<file path="config.mk">
export PLATFORM = sky130hd
export DESIGN_NAME = cache_mem_arbiter
export DESIGN_NICKNAME = d
export VERILOG_FILES = /design/src/rtl/cpu_types_pkg.sv /design/src/rtl/cache_mem_arbiter.sv
export SDC_FILE = /design/constraint.sdc
export NUM_CORES = 1
export LEC_CHECK = 0
export ABC_CLOCK_PERIOD_IN_PS = 1800
export CORE_ASPECT_RATIO = 1.5
export CORE_MARGIN = 3
export CORE_UTILIZATION = 33
export DETAILED_ROUTE_END_ITERATION = 7
export PLACE_DENSITY = 0.81
export SYNTH_ARGS = -nofsm -noshare
export SYNTH_HDL_FRONTEND = slang
export SYNTH_SLANG_ARGS = --single-unit
</file>
<file path="constraint.sdc">
create_clock -name CLK -period 1.8 [get_ports CLK]
set_input_delay 0.18 -clock CLK [delete_from_list [all_inputs] [get_ports CLK]]
set_output_delay 0.18 -clock CLK [all_outputs]
set_load 0.1 [all_outputs]
</file>
<file path="src/rtl/cpu_types_pkg.sv">
// Shared CPU-side types: the memory word and the cache/RAM arbiter state encoding.
package cpu_types_pkg;

  typedef logic [31:0] word_t;

  typedef enum logic [1:0] {
    IDLE  = 2'd0,
    IBUSY = 2'd1,
    DBUSY = 2'd2
  } arb_state_t;

endpackage

</file>
<file path="src/rtl/cache_mem_arbiter.sv">
// Round-robin arbiter that serialises icache reads and dcache reads/writes onto
// one RAM port, with a per-access timeout that raises a sticky memerr.
module cache_mem_arbiter
  import cpu_types_pkg::*;
#(
  parameter int unsigned MAX_WAIT = 255
) (
  input  logic  CLK,
  input  logic  nRST,
  input  logic  iREN,
  input  word_t iaddr,
  output logic  iwait,
  output word_t iload,
  input  logic  dREN,
  input  logic  dWEN,
  input  word_t daddr,
  input  word_t dstore,
  output logic  dwait,
  output word_t dload,
  output logic  ramREN,
  output logic  ramWEN,
  output word_t ramaddr,
  output word_t ramstore,
  input  word_t ramload,
  input  logic  ramready,
  output logic  memerr
);

  localparam int unsigned CW = $clog2(MAX_WAIT + 1);
  localparam logic [CW-1:0] LIMIT = CW'(MAX_WAIT - 1);

  arb_state_t    state;
  logic          last_d;
  logic          memerr_q;
  logic [CW-1:0] cnt;
  word_t         lat_addr;
  word_t         lat_store;
  logic          lat_wen;

  logic i_req, d_req, grant_d, grant_i;
  logic busy, timeout, done;

  assign i_req   = iREN;
  assign d_req   = dREN | dWEN;
  // On a tie, the side that was not served last wins.
  assign grant_d = d_req & (~i_req | ~last_d);
  assign grant_i = i_req & ~grant_d;

  assign busy    = (state != IDLE);
  // The final permitted BUSY cycle without ramready closes the access as an abort.
  assign timeout = busy & ~ramready & (cnt == LIMIT);
  assign done    = busy & (ramready | timeout);

  always_ff @(posedge CLK) begin
    if (!nRST) begin
      state     <= IDLE;
      last_d    <= 1'b0;
      memerr_q  <= 1'b0;
      cnt       <= '0;
      lat_addr  <= '0;
      lat_store <= '0;
      lat_wen   <= 1'b0;
    end else begin
      case (state)
        IDLE: begin
          if (grant_d) begin
            state     <= DBUSY;
            lat_addr  <= daddr;
            lat_store <= dstore;
            lat_wen   <= dWEN;
            cnt       <= '0;
          end else if (grant_i) begin
            state     <= IBUSY;
            lat_addr  <= iaddr;
            lat_store <= '0;
            lat_wen   <= 1'b0;
            cnt       <= '0;
          end
        end
        IBUSY, DBUSY: begin
          if (done) begin
            state  <= IDLE;
            last_d <= (state == DBUSY);
            if (timeout) memerr_q <= 1'b1;
          end else begin
            cnt <= cnt + CW'(1);
          end
        end
        default: state <= IDLE;
      endcase
    end
  end

  always_comb begin
    ramREN   = busy & ~lat_wen;
    ramWEN   = busy & lat_wen;
    ramaddr  = busy ? lat_addr : '0;
    ramstore = busy ? lat_store : '0;

    iwait = iREN & ~((state == IBUSY) & done);
    dwait = d_req & ~((state == DBUSY) & done);
    iload = ((state == IBUSY) && ramready) ? ramload : '0;
    dload = ((state == DBUSY) && ramready) ? ramload : '0;

    memerr = memerr_q;
  end

endmodule

</file>
* Word level (Yosys, flattened, before mapping) *
Cells that the tools add are included.

cells by class
  add/subtract/negate cells = 1
  equal/unequal tests = 6
  multiplexer cells = 18
  bitwise gates (word level) = 21
  reductions and logical operators = 12

operators by type and width
  kind                                                             count
  32-bit 2-to-1 mux                                                8
  8-bit 2-to-1 mux                                                 3
  8-bit one-hot mux with 2 select lines                            1
  1-bit AND                                                        11
  8-bit by 1-bit adder with 8-bit output, second input constant    1
  8-bit == test, second input constant                             1
  1-bit inverter                                                   7
  2-bit 2-to-1 mux                                                 3
  2-bit AND reduction                                              3
  3-bit AND reduction                                              2
  2-bit nonzero test                                               3
  2-bit != test, second input constant                             2
  2-bit one-hot mux with 2 select lines                            1
  3-bit != test, second input constant                             1
  1-bit bitwise OR                                                 3
  2-bit by 1-bit == test with 1-bit output, second input constant  1
  2-bit == test, second input constant                             1
  1-bit logical AND                                                2
  2-bit logical NOT                                                1
  1-bit 2-to-1 mux                                                 2
  2-bit OR reduction                                               1

storage, ports and cells
  register bits after elaboration = 77
  input bits = 134
  output and inout port bits = 133
  word-level logic and storage cells = 65

* Longest topological paths before layout *
  depth in word-level cells = 8
  mapped depth = 8
  mapped depth without buffers = 6

* Worst setup path after synthesis *
OpenSTA, ideal clock, no wires.

  path type = register to output
  from = reg cnt[0]
  to = out iwait
  arrival time = 3.323 ns
  path slack = -1.703 ns
  stages on the path, launching flop included = 7
  buffers on the path = 0
  path through = dfxtp_1 > inv_1 > ha_1 > and3_1 > a21oi_1 > nor2_1 > a21boi_0

between the ends
  word-level cells in the longest chain between the ends = 7

ends and longest elaborated chain
  element                 RTL line                  text
  from (decl)             cache_mem_arbiter.sv:35   logic [CW-1:0] cnt;
  from (signal assigned)  cache_mem_arbiter.sv:86   cnt <= cnt + CW'(1);
  8-bit == test           cache_mem_arbiter.sv:51   assign timeout = busy & ~ramready & (cnt == LIMIT);
  1-bit AND               cache_mem_arbiter.sv:51
  1-bit bitwise OR        cache_mem_arbiter.sv:52   assign done = busy & (ramready | timeout);
  1-bit AND               cache_mem_arbiter.sv:52
  1-bit AND               cache_mem_arbiter.sv:100  iwait = iREN & ~((state == IBUSY) & done);
  1-bit inverter          cache_mem_arbiter.sv:100
  1-bit AND               cache_mem_arbiter.sv:100
  to (decl)               cache_mem_arbiter.sv:12   output logic iwait,

No other way between the ends.

* Final worst setup path *
  from = reg state[0]
  to = out iwait

between the ends
  word-level cells in the longest chain between the ends = 8
  elaborated cells between the ends (all ways) = 9
  classes of those cells = eq/ne (1); bitwise (7); reduce/logical (1)

ends and longest elaborated chain
  element                 RTL line                  text
  from (decl)             cache_mem_arbiter.sv:32   arb_state_t state;
  from (signal assigned)  cache_mem_arbiter.sv:56   state <= IDLE;
  from (signal assigned)  cache_mem_arbiter.sv:67   state <= DBUSY;
  from (signal assigned)  cache_mem_arbiter.sv:73   state <= IBUSY;
  2-bit nonzero test      cache_mem_arbiter.sv:49   assign busy = (state != IDLE);
  1-bit AND (2 in a row)  cache_mem_arbiter.sv:51
  1-bit bitwise OR        cache_mem_arbiter.sv:52
  1-bit AND               cache_mem_arbiter.sv:52
  1-bit AND (*)           cache_mem_arbiter.sv:100
  1-bit inverter (*)      cache_mem_arbiter.sv:100
  1-bit AND (*)           cache_mem_arbiter.sv:100

Mark *: on every way between the ends. The rest lies on a longest branch, timed or not.

==> out/results.ini <==
[status]
status=finished, violations left
violations=negative setup slack

[logic_synthesis]
ys_seq_elements=77
async_flop_share_pct=0
synthCells=496
synth.avg_cell_area_um2=8.36
yosysWarnings=0
synth_cell_types=41
ys_seq_area_share_pct=37.2
synth_edf_count=0
syn_area_mm2=0.00415
syn_nets=635
dominantRegCellSynth=dfxtp_1

[floorplanning]
die_y_um=143
initial_utilization_pct=34.1
die_x_um=97.5
placementRows=49
dieArea_mm2=0.0140
core_area_mm2=0.0121
num_io_pins=267

[sta]
fin_crit_sh_pct=103
slew_viol_final=0
tightest_slew_ns=0.372
relSlewSlack_pct=74.9
postLayoutSetupSlackWorst_ns=-0.0457
setup-tns-final_ns=-0.145
skew_ns=0.00938
min_period_ns=1.85
fmax_mhz=542
finalHoldViolations=0
setup_violations=7
hold_ws_ns=0.481
rsz0062_at_grt=yes

[critical_path]
cp-start-kind=register
r2r_cells=6
r2r_slack_ns=-0.02
worstPathRequired_ns=1.62
r2r-start=state[1]$_SDFFE_PN0P_
path_class=reg -> out
crit_fanout=7
cp.arrival_ns=1.67
reg2reg_to=cnt[5]$_SDFFE_PN0P_
endpoint_kind=primary output

[clocking]
postCtsHoldBufs=0
cts_tree=yes
clk_path_buf_depth=2
clock-sinks=77
numCtsBuffers=9
cts_max_level=3
clk_pin_slew_worst_paths_ns=0.06
worstSkewPairLatency_ns=0.34
cts_root_buffer=clkbuf_16

[global_route]
grt-ovfl-total=0
track_usage_pct=25.5
grt_pass1_wl_um=28000
grt_pass1_vias=5215
grt_max_degree=65
antenna_found_initial=0

[routing]
wirelength_um=20300
drtIter0Drc=228
routedWlPerCell_um=21.7
firstDrtPassIters=5
post-route-drc-count=0
ant_nets=0
vias_per_cell=5.53
num_vias=5171

[finish]
final_cell_mix=buf_12 (142), clkdlybuf4s50_1 (133), dfxtp_1 (71), nor2_1 (67), nor2b_4 (52)
final_area_mm2=0.00995
nNetsFinal=915
final_common_cell=buf_12
num-fill-cells=610
final_util_pct=82.0
area_growth_pct=140
drive_above_1_share_pct=42.3

[place]
placed_cell_area_mm2=0.00872
gp_congestion=0.857
dp_hpwl_um=13100
dp_worst_setup_slack_ns=-0.0997
port_buffers=266

[min_path]
min_from=dstore[22]
hp-class=in -> reg
holdPathEnd=lat_store[22]$_SDFFE_PN0P_
holdPathStages=3

[power]
irDropWorstVdd_mv=0.884
power.density_mw_per_mm2=1220
p_leak_nw=4.02

[job]
cap_violations=0

==> power breakdown <==
group	internal, mW	leakage, nW	switching, mW
Combinational	3.28	3.22	4.68
Sequential	2.04	0.639	0.193
Clock	1.26	0.160	0.723
==> flip-flops by register name, indices dropped and copies added (netlist names) <==
signal	cells
cnt	8
last_d	1
lat_addr	32
lat_store	32
lat_wen	1
memerr	1
state	2
==> critical path: stages (launching register included) <==
cell      delay (ns)
dfxtp_2         0.32
inv_2           0.08
ha_4            0.22
buf_12          0.17
buf_12          0.13
nor2_4          0.05
a21boi_4        0.16
buf_12          0.19
==> metal layers <==
layer,global-route usage [%],wire length (um)
met1,25.7,6880
met5,0,0
met2,48.3,11000
met4,12.7,936
met3,6.55,1430
==> metrics by stage <==
step,instances,power [mW]
4_1_cts,924,11.4
2_1_floorplan,496,6.23
6_report,935,12.2
5_1_grt,934,12.6
3_3_place_gp,896,8.52
3_5_place_dp,896,8.66
==> synth_stat cells (2+ instances only) <==
cell type  instances  share of area [%]
a211oi_1          34                6.2
a31oi_1            2               0.30
a211o_1            2               0.42
clkbuf_1          33                3.0
a22oi_1           33                6.0
a21oi_1            8               0.97
buf_2              7               0.85
nand2_1            6               0.54
buf_1              3               0.27
buf_4              3               0.54
nor2_1            69                6.2
o311ai_0           2               0.42
nor2b_1           65                9.8
a21o_1             2               0.36
and3_1            65                9.8
nor3_1             5               0.60
dfxtp_1           77                 37
ha_1               5                1.5
mux2i_1           35                8.5
nand3_1            7               0.85
inv_1              7               0.63
o21a_1             5               0.91
nand2b_1           3               0.45
==> final cells by class <==
type	count	area, um2	share of cell area [%]
diodes	1	2.50	0.0251
clock buffers	11	243	2.44
clock inverters	5	82.6	0.830
inverters	8	30.0	0.302
multi-input cells	365	3130	31.5
flip-flops and latches	77	1550	15.6
well taps	153	191	1.92
repair buffers	315	4720	47.4
==> how the worst max path moves through the flow <==
stage	cells after the start	endpoint	slack, ns	start
2_1_floorplan	5	ramstore[22]	-0.21	state[0]$_SDFFE_PN0P_
6_report	7	iwait	-0.05	state[0]$_SDFFE_PN0P_
3_3_place_gp	5	cnt[6]$_SDFFE_PN0P_	-0.06	ramready
5_1_grt	7	iwait	-0.11	state[0]$_SDFFE_PN0P_
4_1_cts	7	iwait	-0.09	cnt[0]$_SDFFE_PN0P_
3_5_place_dp	6	cnt[5]$_SDFFE_PN0P_	-0.1	state[0]$_SDFFE_PN0P_
==> what timing repair did <==
item,in CTS,in global routing
buffers inserted,7,3
gates cloned,6,8
pin swaps,10,6
gates resized for setup,58,60
setup endpoints to repair,94,115
==> kinds of logic after synthesis <==
group / synth area share [%]
simple gates: 30.1
compound gates: 17.1
buf+inv: 5.64
fa+ha+maj: 1.51
mux: 8.45
flops: 37.2
(Power assumes the default switching activity.)
